<file path="config.mk">
export PLATFORM = sky130hd
export DESIGN_NAME = vram_arbiter
export DESIGN_NICKNAME = d
export VERILOG_FILES = /design/src/rtl/vram_arbiter.sv
export SDC_FILE = /design/constraint.sdc
export NUM_CORES = 1
export LEC_CHECK = 0
export CORE_ASPECT_RATIO = 0.6
export CORE_MARGIN = 8
export CORE_UTILIZATION = 36
export DETAILED_ROUTE_END_ITERATION = 7
export PLACE_DENSITY = 0.67
export RECOVER_POWER = 25
export SLEW_MARGIN = 10
export SYNTH_ARGS = -nofsm -noshare
export SYNTH_HDL_FRONTEND = slang
export SYNTH_SLANG_ARGS = --single-unit
</file>
<file path="constraint.sdc">
create_clock -name clk -period 3.8 [get_ports clk]
set_input_delay 0.38 -clock clk [delete_from_list [all_inputs] [get_ports clk]]
set_output_delay 0.38 -clock clk [all_outputs]
set_load 0.05 [all_outputs]
</file>
<file path="src/rtl/vram_arbiter.sv">
// -----------------------------------------------------------------------------
// vram_arbiter
//
// Shares one single-port synchronous frame-buffer RAM between the display scan
// (reads) and a drawing engine (writes). Display reads always win: while
// video_on is high the RAM is addressed from the pixel coordinates. Writes are
// parked in a small FIFO and retired one per cycle during blanking.
//
// Optional feature macro: VRAM_ARB_STATS_EN adds wr_commit_cnt and wr_stall.
//
// Handshake (write port): a write is accepted on every clk edge where
// wr_valid and wr_ready are both 1. The writer holds wr_addr/wr_data stable
// while wr_valid is high and wr_ready is low. wr_ready is a registered
// "FIFO not full" and never depends combinationally on this cycle's pop.
//
// Ports
//   clk, rst_n          pixel clock, synchronous active-low reset
//   video_on            active display region flag
//   x_loc, y_loc        current pixel coordinates (10 bits each)
//   wr_valid/wr_ready   write request handshake
//   wr_addr, wr_data    write payload
//   mem_addr/we/wdata   registered RAM controls
//   mem_rdata           RAM read data, valid one cycle after mem_addr
//   disp_data/valid     pixel word to the pixel generator (3-cycle latency)
//   wr_commit_cnt       (stats) retired write count, wraps at 16 bits
//   wr_stall            (stats) wr_valid high while wr_ready low
//   dbg_state           current arbiter state (IDLE/SCAN/DRAIN)
// -----------------------------------------------------------------------------
module vram_arbiter #(
  parameter int DATA_W     = 12,
  parameter int ADDR_W     = 15,
  parameter int FIFO_DEPTH = 4
) (
  input  logic              clk,
  input  logic              rst_n,
  input  logic              video_on,
  input  logic [9:0]        x_loc,
  input  logic [9:0]        y_loc,
  input  logic              wr_valid,
  input  logic [ADDR_W-1:0] wr_addr,
  input  logic [DATA_W-1:0] wr_data,
  output logic              wr_ready,
  output logic [ADDR_W-1:0] mem_addr,
  output logic              mem_we,
  output logic [DATA_W-1:0] mem_wdata,
  input  logic [DATA_W-1:0] mem_rdata,
  output logic [DATA_W-1:0] disp_data,
  output logic              disp_valid,
`ifdef VRAM_ARB_STATS_EN
  output logic [15:0]       wr_commit_cnt,
  output logic              wr_stall,
`endif
  output logic [1:0]        dbg_state
);

  localparam int PTR_W = (FIFO_DEPTH > 1) ? $clog2(FIFO_DEPTH) : 1;
  localparam int CNT_W = PTR_W + 1;

  localparam logic [PTR_W-1:0] PTR_ONE  = PTR_W'(1);
  localparam logic [CNT_W-1:0] CNT_ONE  = CNT_W'(1);
  localparam logic [CNT_W-1:0] CNT_FULL = CNT_W'(FIFO_DEPTH);

  typedef enum logic [1:0] {
    IDLE  = 2'd0,
    SCAN  = 2'd1,
    DRAIN = 2'd2
  } state_t;

  state_t state_q, state_d;

  // ---------------------------------------------------------------------------
  // Write FIFO
  // ---------------------------------------------------------------------------
  logic [ADDR_W-1:0] fifo_addr_q [FIFO_DEPTH];
  logic [DATA_W-1:0] fifo_data_q [FIFO_DEPTH];
  logic [PTR_W-1:0]  wr_ptr_q, wr_ptr_d;
  logic [PTR_W-1:0]  rd_ptr_q, rd_ptr_d;
  logic [CNT_W-1:0]  count_q, count_d;
  logic              wr_ready_q, wr_ready_d;
  logic              push, pop;
  logic              fifo_not_empty;

  assign push           = wr_valid & wr_ready_q;
  assign fifo_not_empty = (count_q != '0);

  // Pop only when the arbiter commits to a write on the next edge; an entry
  // pushed this cycle is not visible to the arbiter until the next cycle.
  assign pop = (state_d == DRAIN);

  always_comb begin
    wr_ptr_d = wr_ptr_q;
    rd_ptr_d = rd_ptr_q;
    count_d  = count_q;
    if (push) begin
      wr_ptr_d = wr_ptr_q + PTR_ONE;
    end
    if (pop) begin
      rd_ptr_d = rd_ptr_q + PTR_ONE;
    end
    case ({push, pop})
      2'b10:   count_d = count_q + CNT_ONE;
      2'b01:   count_d = count_q - CNT_ONE;
      default: count_d = count_q;
    endcase
    // Ready reflects occupancy after this edge, so it is a clean register.
    wr_ready_d = (count_d != CNT_FULL);
  end

  always_ff @(posedge clk) begin
    if (!rst_n) begin
      wr_ptr_q   <= '0;
      rd_ptr_q   <= '0;
      count_q    <= '0;
      wr_ready_q <= 1'b0;
    end else begin
      wr_ptr_q   <= wr_ptr_d;
      rd_ptr_q   <= rd_ptr_d;
      count_q    <= count_d;
      wr_ready_q <= wr_ready_d;
    end
  end

  // Storage carries no reset; occupancy and pointers define validity.
  always_ff @(posedge clk) begin
    if (push) begin
      fifo_addr_q[wr_ptr_q] <= wr_addr;
      fifo_data_q[wr_ptr_q] <= wr_data;
    end
  end

  assign wr_ready = wr_ready_q;

  // ---------------------------------------------------------------------------
  // Arbiter FSM: state_d names what the RAM port does on the coming edge.
  // ---------------------------------------------------------------------------
  always_comb begin
    state_d = IDLE;
    if (video_on) begin
      state_d = SCAN;
    end else if (fifo_not_empty) begin
      state_d = DRAIN;
    end
  end

  always_ff @(posedge clk) begin
    if (!rst_n) begin
      state_q <= IDLE;
    end else begin
      state_q <= state_d;
    end
  end

  assign dbg_state = state_q;

  // ---------------------------------------------------------------------------
  // Scan address: (y/4)*160 + x/4, with 160 = 128 + 32.
  // ---------------------------------------------------------------------------
  logic [16:0] row_ext, col_ext, scan_lin;
  logic [ADDR_W-1:0] scan_addr;

  assign row_ext   = {7'd0, (y_loc >> 2)};
  assign col_ext   = {7'd0, (x_loc >> 2)};
  assign scan_lin  = (row_ext << 7) + (row_ext << 5) + col_ext;
  assign scan_addr = ADDR_W'(scan_lin);

  // ---------------------------------------------------------------------------
  // RAM control registers
  // ---------------------------------------------------------------------------
  logic [ADDR_W-1:0] mem_addr_q;
  logic              mem_we_q;
  logic [DATA_W-1:0] mem_wdata_q;

  always_ff @(posedge clk) begin
    if (!rst_n) begin
      mem_addr_q  <= '0;
      mem_we_q    <= 1'b0;
      mem_wdata_q <= '0;
    end else begin
      case (state_d)
        SCAN: begin
          mem_addr_q <= scan_addr;
          mem_we_q   <= 1'b0;
        end
        DRAIN: begin
          // Addresses are forwarded as-is; bounds are the writer's concern.
          mem_addr_q  <= fifo_addr_q[rd_ptr_q];
          mem_wdata_q <= fifo_data_q[rd_ptr_q];
          mem_we_q    <= 1'b1;
        end
        default: begin
          mem_we_q <= 1'b0;
        end
      endcase
    end
  end

  assign mem_addr  = mem_addr_q;
  assign mem_we    = mem_we_q;
  assign mem_wdata = mem_wdata_q;

  // ---------------------------------------------------------------------------
  // Display pipeline: address reg (1) + RAM read (1) + output reg (1).
  // video_on is delayed alongside so disp_valid lines up with disp_data.
  // ---------------------------------------------------------------------------
  logic              vid_d1_q, vid_d2_q;
  logic              disp_valid_q;
  logic [DATA_W-1:0] disp_data_q;

  always_ff @(posedge clk) begin
    if (!rst_n) begin
      vid_d1_q     <= 1'b0;
      vid_d2_q     <= 1'b0;
      disp_valid_q <= 1'b0;
      disp_data_q  <= '0;
    end else begin
      vid_d1_q     <= video_on;
      vid_d2_q     <= vid_d1_q;
      disp_valid_q <= vid_d2_q;
      disp_data_q  <= vid_d2_q ? mem_rdata : '0;
    end
  end

  assign disp_valid = disp_valid_q;
  assign disp_data  = disp_data_q;

`ifdef VRAM_ARB_STATS_EN
  // ---------------------------------------------------------------------------
  // Statistics
  // ---------------------------------------------------------------------------
  logic [15:0] commit_cnt_q;

  always_ff @(posedge clk) begin
    if (!rst_n) begin
      commit_cnt_q <= '0;
    end else if (pop) begin
      commit_cnt_q <= commit_cnt_q + 16'd1;
    end
  end

  assign wr_commit_cnt = commit_cnt_q;
  assign wr_stall      = wr_valid & ~wr_ready_q;
`endif

endmodule

</file>
==> impl_results.rst, run 1 <==
.. list-table::
   :header-rows: 1

   * - Metric
     - Value
   * - Placed wire-length estimate
     - ~9.2 mm
   * - Worst path required time
     - 4110 ps
   * - Relative contribution of combinational cells to total power
     - 25.4%
   * - CTS max path bufs
     - 2
   * - Sequential-to-total area share from yosys stat
     - around two thirds
   * - Wire length per cell after detailed routing
     - between 15 and 20 microns
   * - Number of warnings reported in the yosys synthesis log
     - 0
   * - Cell-internal power
     - 3.834 mW
   * - Gates resized, CTS repair
     - 0
   * - Static leakage
     - approximately 3.0 nW
   * - Leading cell type in the layout, fill and taps excluded
     - sky130_fd_sc_hd__edfxtp_1
   * - Post-Syn Instances
     - ~410
   * - TritonCTS sink count
     - around 160
   * - Largest stage delay on the critical path
     - between 400 and 500 ps
   * - Number of placed I/O pins
     - between 100 and 150
   * - Portion of total power attributed to sequential cells
     - 40.5%
   * - Sequential cell area
     - 4305 sq um
   * - Power Density
     - about 660 nW/um^2
   * - Wire length of the first global-routing pass
     - 21.56 mm
   * - Layout-stage area growth over the synthesis result
     - 29.74%
   * - Residual DRC count
     - 0
   * - Number of buffers created by CTS
     - 17
   * - Worst setup SP type
     - flop
   * - Avg Synthesized Cell Area
     - 15.62 sq um
   * - Endpoint arrival time on the critical path
     - slightly above 3000 ps
   * - Number of endpoints with negative hold slack in the final report
     - 0
   * - Status
     - completed
   * - Number of flops mapped to enable cells by yosys
     - about 110
   * - Setup Buffers After CTS
     - 0
   * - Final Skew
     - around 8.9 ps
   * - Post-route worst hold slack
     - approximately 450 ps
   * - Cell occurring most often along the worst timing path
     - sky130_fd_sc_hd__buf_4
   * - Register clock-pin slew on the reported worst setup and hold paths
     - around 60 ps
   * - Highest-count cells in the layout ignoring fill and taps
     - 108 x sky130_fd_sc_hd__edfxtp_1, 82 x sky130_fd_sc_hd__clkdlybuf4s50_1, 52 x sky130_fd_sc_hd__dfxtp_1
   * - Fraction of power consumed by the clock network
     - 34.1%
   * - Number of I/O port buffers
     - about 100
   * - Die X
     - between 150 and 200 microns
   * - Total Neg Setup Slack
     - 0 ps
   * - Utilization after layout
     - a little under half
   * - Y dimension of the die
     - approximately 120 microns
   * - Cell depth of the worst hold path
     - 2
   * - Number of antenna-violating nets in the routed design
     - 0
   * - Post-synth design cell area
     - 6434 sq um
   * - Main synth FF type
     - sky130_fd_sc_hd__edfxtp_1
   * - Hold Buf Count CTS
     - 0
   * - Fmax
     - about 360 MHz
   * - Antenna cells
     - 0
   * - Library cell contributing the largest single delay on the critical path
     - sky130_fd_sc_hd__dfxtp_1
   * - Worst-path maximum fanout
     - 18
   * - Fraction of final layout cells sized beyond drive strength 1
     - around 16%
   * - Clock root cell
     - sky130_fd_sc_hd__clkbuf_16
   * - Max-slew headroom at the worst pin
     - a little under two fifths
   * - Pre-Repair DR Iteration Count
     - 4
   * - FILL cells
     - 1,527
   * - Type of element capturing the critical path
     - flop
   * - Fraction of registers with async set/reset
     - 0%
   * - Min Tclk post-route
     - roughly 2800 ps
   * - Multi-input gate area
     - slightly below 2000 sq um
   * - Ratio of final minimum period to clock period
     - between 70% and 80%
   * - Transition time at the pin with the least slew margin
     - around 930 ps
   * - Clock tree from TritonCTS
     - done
   * - Setup violation total in the final timing report
     - 0
   * - IR Drop Worst-Case VDD
     - 0.3253 mV
   * - Antenna violations before repair
     - 2
   * - Number of global-route vias before repair
     - a little under 4,000
   * - Vias per Instance
     - 4.840
   * - Final slew viol count
     - 0
   * - Via Count
     - between 3,000 and 4,000
   * - Wirelength, routed
     - approximately 14 mm
   * - Number of nets produced by synthesis
     - 498
   * - Number of levels in the clock H-tree
     - 4
   * - Dpl cell area
     - 7675 sq um
   * - Number of max-capacitance violations reported
     - 0
   * - Effective utilization at floorplan
     - a little over a third
   * - GRT overflow
     - 0
   * - Worst min-delay path class
     - reg -> reg
   * - Die outline area
     - 22,550 sq um
   * - Netlist cell types
     - 43
   * - Floorplan Core Area
     - 17,780 sq um
   * - GRT Util Overall
     - 12.37%
   * - Number of cell rows
     - 38
   * - Post-layout instance area
     - roughly 8300 sq um
   * - WS Path Type
     - reg -> reg
   * - Detailed router's first-iteration violation count
     - about 160
   * - Synth Register Bits
     - approximately 160
   * - Worst R2R Path Depth
     - 12
   * - Switching Share
     - 30.56%
   * - Setup repair after global routing missed its margin
     - false
   * - Largest net degree at the start of global routing
     - 28
   * - Net switching power
     - about 1.7 mW
   * - # nets final
     - roughly 600
   * - Clock latency of the later-clocked register in the worst-skew pair
     - ~420 ps
   * - Placer's final routability congestion estimate
     - 0.8216
   * - List of cells traversed by the critical path
     - nor3_4 > buf_4 > or2_0 > buf_4 > inv_2 > ha_1 > inv_1 > fa_1 > xor2_1 > nor2_1 > xnor2_1 > o21a_1
-- metrics by stage --
stage                     std cells  power, mW  worst slack, ps
after floorplan                 412      3.278             1454
after global placement          738      3.656            754.5
after detailed placement        738      3.697            749.2
after CTS                       770      5.596            974.8
after global routing            770      5.774            851.3
final                           770      5.521             1013
-- worst max-delay path, delay by kind of cell (launching register included) --
| family | cells | cell delay (ps) |
|---|---|---|
| compound gates | 1 | 190 |
| xor+xnor | 2 | 250 |
| fa+ha+maj | 2 | 620 |
| buf+inv | 4 | 740 |
| flops | 1 | 460 |
| simple gates | 3 | 420 |
-- cell type report --
type | instances | area share (%)
clock buffers | 17 | 5.097
clock inverters | 15 | 2.938
inverters | 14 | 0.6296
multi-input cells | 216 | 23.47
flip-flops and latches | 161 | 51.58
well taps | 240 | 3.598
repair buffers | 107 | 12.68
-- power by group through the flow --
| stage | Combinational, mW | Sequential, mW | Clock (mW) |
|---|---|---|---|
| floorplan | 0.841 | 2.44 | 0 |
| global placement | 1.39 | 2.27 | 0 |
| detailed placement | 1.41 | 2.28 | 0 |
| CTS | 1.43 | 2.25 | 1.92 |
| global route | 1.51 | 2.27 | 1.99 |
| finish | 1.40 | 2.24 | 1.88 |
-- registers in the layout (all words and copies together), names as in the netlist, named ones only --
| name | flops |
|---|---|
| mem_addr | 15 |
| wr_ready | 1 |
| rd_ptr_q | 2 |
| vid_d2_q | 1 |
| disp_valid | 1 |
| dbg_state | 2 |
| wr_ptr_q | 2 |
| disp_data | 12 |
| fifo_data_q | 48 |
| count_q | 3 |
| fifo_addr_q | 60 |
| mem_wdata | 12 |
-- routing by layer --
metal,share of wire [%],vias to the layer above,GRT usage (%)
met5,0.18,-,0
met4,0.75,4,3.064
met3,6.6,15,4.809
met2,46,98,19.09
met1,47,1831,16.24
li1,-,1779,-
-- kinds of logic (layout without fill, tap and decap cells) --
family	after synthesis	after routing	synth area share (%)
flip-flops	161	161	66.90
buffers and inverters	35	153	2.723
AND/OR/NAND/NOR	90	90	6.865
adder cells (fa/ha/maj)	23	23	4.823
multiplexers	49	49	13.11
AO/OA/AOI/OAI	47	47	4.628
XOR/XNOR	7	7	0.9530
-- Yosys cell counts, drive strengths merged (4+ instances only) --
cell / number / area [sq um]
edfxtp: 108 / 3243
dfxtp: 53 / 1061
nand2: 31 / 116.4
mux4: 27 / 608.1
nor2: 21 / 78.83
ha: 20 / 250.2
a21oi: 17 / 85.08
and3: 16 / 100.1
inv: 14 / 52.55
buf: 12 / 88.83
mux2: 12 / 135.1
mux2i: 10 / 100.1
clkbuf: 9 / 33.78
o21ai: 7 / 35.03
a211oi: 6 / 45.04
nand3: 5 / 25.02
xnor2: 5 / 43.79
nor3: 4 / 31.28
-- final timing paths --
check	start	endpoint	slack, ps
min reg2reg	mem_wdata[9]	mem_wdata[9]	450
max reg2reg	count_q[0]	wr_ready	1010
min	mem_wdata[9]	mem_wdata[9]	450
max	count_q[0]	wr_ready	1010
Power figures use the tool's default switching activity.
==> run 2: changes to the inputs <==
==> constraint.sdc (replaced) <==
create_clock -name clk -period 2.9 [get_ports clk]
set_input_delay 0.29 -clock clk [delete_from_list [all_inputs] [get_ports clk]]
set_output_delay 0.29 -clock clk [all_outputs]
set_load 0.05 [all_outputs]
==> run 2 against run 1 <==
Clock power grew 13%. Non-clock buffer count increased by 4. Cell count grew 0.39%. Die area stayed put. Sequential power rose by 26%. Power increased by 25%. Worst setup slack worse by 630 ps. Highest routed layer unchanged.
==> impl_results.rst, run 2 (synthesis results as in run 1) <==
.. list-table::
   :header-rows: 1

   * - Metric
     - Value
   * - Effective utilization at floorplan
     - 36.18% (unchanged)
   * - Worst path required time
     - 3230 ps (was 4110 ps)
   * - Total Neg Setup Slack
     - 0 ps (unchanged)
   * - Largest reg by FF count
     - fifo_addr_q (unchanged)
   * - Flip-flop count of the largest register, all copies and words added
     - 60 (unchanged)
   * - Largest net degree at the start of global routing
     - 28 (unchanged)
   * - Hold Buf Count CTS
     - 0 (unchanged)
   * - GRT overflow
     - 0 (unchanged)
   * - WS Path Type
     - in -> reg (was reg -> reg)
   * - List of cells traversed by the critical path
     - clkdlybuf4s50_1 > inv_1 > fa_1 > inv_1 > fa_1 > a211oi_1 > o21ai_0 > a31o_2 > o311ai_1 (was nor3_4 > buf_4 > or2_0 > buf_4 > inv_2 > ha_1 > inv_1 > fa_1 > xor2_1 > nor2_1 > xnor2_1 > o21a_1)
   * - Wire length of the first global-routing pass
     - 21.47 mm (was 21.56 mm)
   * - Endpoint arrival time on the critical path
     - 2840 ps (was 3100 ps)
   * - Transition time at the pin with the least slew margin
     - 811.7 ps (was 934.2 ps)
   * - # nets final
     - 607 (was 603)
   * - Ratio of final minimum period to clock period
     - ~87%
   * - TritonCTS sink count
     - 161 (unchanged)
   * - Detailed router's first-iteration violation count
     - 214 (was 157)
   * - Number of global-route vias before repair
     - 3,967 (was 3,893)
   * - Setup violation total in the final timing report
     - 0 (unchanged)
   * - Number of max-capacitance violations reported
     - 0 (unchanged)
   * - Wire length per cell after detailed routing
     - 17.78 microns (was 17.74 microns)
   * - Highest-count cells in the layout ignoring fill and taps
     - 108 x sky130_fd_sc_hd__edfxtp_1, 81 x sky130_fd_sc_hd__clkdlybuf4s50_1, 53 x sky130_fd_sc_hd__dfxtp_1 (was 108 x sky130_fd_sc_hd__edfxtp_1, 82 x sky130_fd_sc_hd__clkdlybuf4s50_1, 52 x sky130_fd_sc_hd__dfxtp_1)
   * - Die outline area
     - 22,550 sq um (unchanged)
   * - Library cell contributing the largest single delay on the critical path
     - sky130_fd_sc_hd__fa_1 (was sky130_fd_sc_hd__dfxtp_1)
   * - GRT Util Overall
     - 12.28% (was 12.37%)
   * - Power Density
     - 835.1 nW/um^2 (was 661.5 nW/um^2)
   * - Number of cell rows
     - 38 (unchanged)
   * - Type of element capturing the critical path
     - flop (unchanged)
   * - Number of endpoints with negative hold slack in the final report
     - 0 (unchanged)
   * - Static leakage
     - 2.921 nW (was 2.950 nW)
   * - Clock tree from TritonCTS
     - done (unchanged)
   * - Clock root cell
     - sky130_fd_sc_hd__clkbuf_16 (unchanged)
   * - Residual DRC count
     - 0 (unchanged)
   * - Antenna violations before repair
     - 3 (was 2)
   * - Fraction of final layout cells sized beyond drive strength 1
     - 15.95% (was 15.85%)
   * - Layout-stage area growth over the synthesis result
     - 28.43% (was 29.74%)
   * - Max-slew headroom at the worst pin
     - 45.81% (was 37.63%)
   * - Leading cell type in the layout, fill and taps excluded
     - sky130_fd_sc_hd__edfxtp_1 (unchanged)
   * - Register clock-pin slew on the reported worst setup and hold paths
     - 70 ps (was 60 ps)
   * - Placer's final routability congestion estimate
     - 0.7973 (was 0.8216)
   * - Number of buffers created by CTS
     - 17 (unchanged)
   * - Pre-Repair DR Iteration Count
     - 4 (unchanged)
   * - Number of placed I/O pins
     - 107 (unchanged)
   * - Vias per Instance
     - 4.851 (was 4.840)
   * - Number of levels in the clock H-tree
     - 4 (unchanged)
   * - Setup repair after global routing missed its margin
     - false (unchanged)
   * - Status
     - completed (unchanged)
   * - Wirelength, routed
     - 13.74 mm (was 13.66 mm)
   * - IR Drop Worst-Case VDD
     - 0.4627 mV (was 0.3253 mV)
   * - Number of antenna-violating nets in the routed design
     - 0 (unchanged)
   * - Number of I/O port buffers
     - 102 (unchanged)
   * - Worst setup SP type
     - input port (was flop)
   * - Worst min-delay path class
     - reg -> reg (unchanged)
   * - CTS max path bufs
     - 2 (unchanged)
   * - Final slew viol count
     - 0 (unchanged)
   * - Placed wire-length estimate
     - 9.373 mm (was 9.242 mm)
   * - Final Skew
     - 9.968 ps (was 8.923 ps)
   * - Antenna cells
     - 0 (unchanged)
   * - Clock latency of the later-clocked register in the worst-skew pair
     - 420 ps (about the same)
   * - Via Count
     - 3,750 (was 3,727)
   * - Worst-path maximum fanout
     - 3 (was 18)
   * - Die X
     - 188.6 microns (unchanged)
   * - Y dimension of the die
     - 119.6 microns (unchanged)
   * - Setup Buffers After CTS
     - 0 (unchanged)
   * - Fmax
     - between 300 and 400 MHz
   * - Largest stage delay on the critical path
     - 520 ps (was 460 ps)
   * - Min Tclk post-route
     - 2520 ps
   * - Post-route worst hold slack
     - 453.8 ps (was 454.5 ps)
   * - Gates resized, CTS repair
     - 0 (unchanged)
   * - Floorplan Core Area
     - 17,780 sq um (unchanged)
run 2: cell count changes in the layout (fill, tap and decap cells not counted), sizes merged:
cell / before / now
dlygate4sd3: 20 / 21
bufinv: 4 / 1
clkinvlp: 1 / 2
clkbuf: 17 / 18
clkdlybuf4s50: 82 / 81
buf: 5 / 9
run 2: area by class of cell:
type	instances	area, sq um
clock buffer	18	429.2
fill	1540	9519
timing repair buffer	111	1089
inverter	14	52.55
tap	240	300.3
clock inverter	13	128.9
multi-input combinational	216	1959
sequential	161	4304
run 2: path summary, 6_finish.rpt:
kind,end,from,cells past startpoint,slack [ps]
min,mem_wdata[1],mem_wdata[1],2,450
min reg2reg,mem_wdata[1],mem_wdata[1],2,450
max,mem_addr[14],x_loc[9],9,380
max reg2reg,wr_ready,count_q[0],10,790
run 2: metal layers:
| metal | share of wire [%] | routed length, microns | up-vias | track usage, % |
|---|---|---|---|---|
| li1 | - | - | 1769 | - |
| met1 | 47 | 6494 | 1845 | 16.01 |
| met2 | 45 | 6237 | 110 | 19.36 |
| met3 | 6.2 | 847 | 20 | 4.114 |
| met4 | 0.98 | 134 | 6 | 3.551 |
| met5 | 0.20 | 28 | - | 0 |
run 2: report_power, final:
| part | internal, mW | leakage (nW) | switching, mW |
|---|---|---|---|
| Sequential | 2.68 | 1.41 | 0.154 |
| Combinational | 0.879 | 1.23 | 1.07 |
| Clock | 1.20 | 0.272 | 0.922 |
run 2: critical path, delay by kind of cell:
kind | cells | cell delay, ps
fa+ha+maj | 2 | 970
buf+inv | 3 | 580
compound gates | 4 | 990
run 2: metrics by stage:
stage	std cells	setup slack [ps]	area, sq um	util, %	power, mW
after floorplan	412	589.9	6434	-	4.295
after global placement	742	9.832	7705	43.33	4.812
after detailed placement	742	-13.43	7705	43.33	4.870
after CTS	773	426.7	8263	46.47	6.984
after global routing	773	219.0	8263	46.47	7.218
final	773	380.1	8263	46.47	6.901
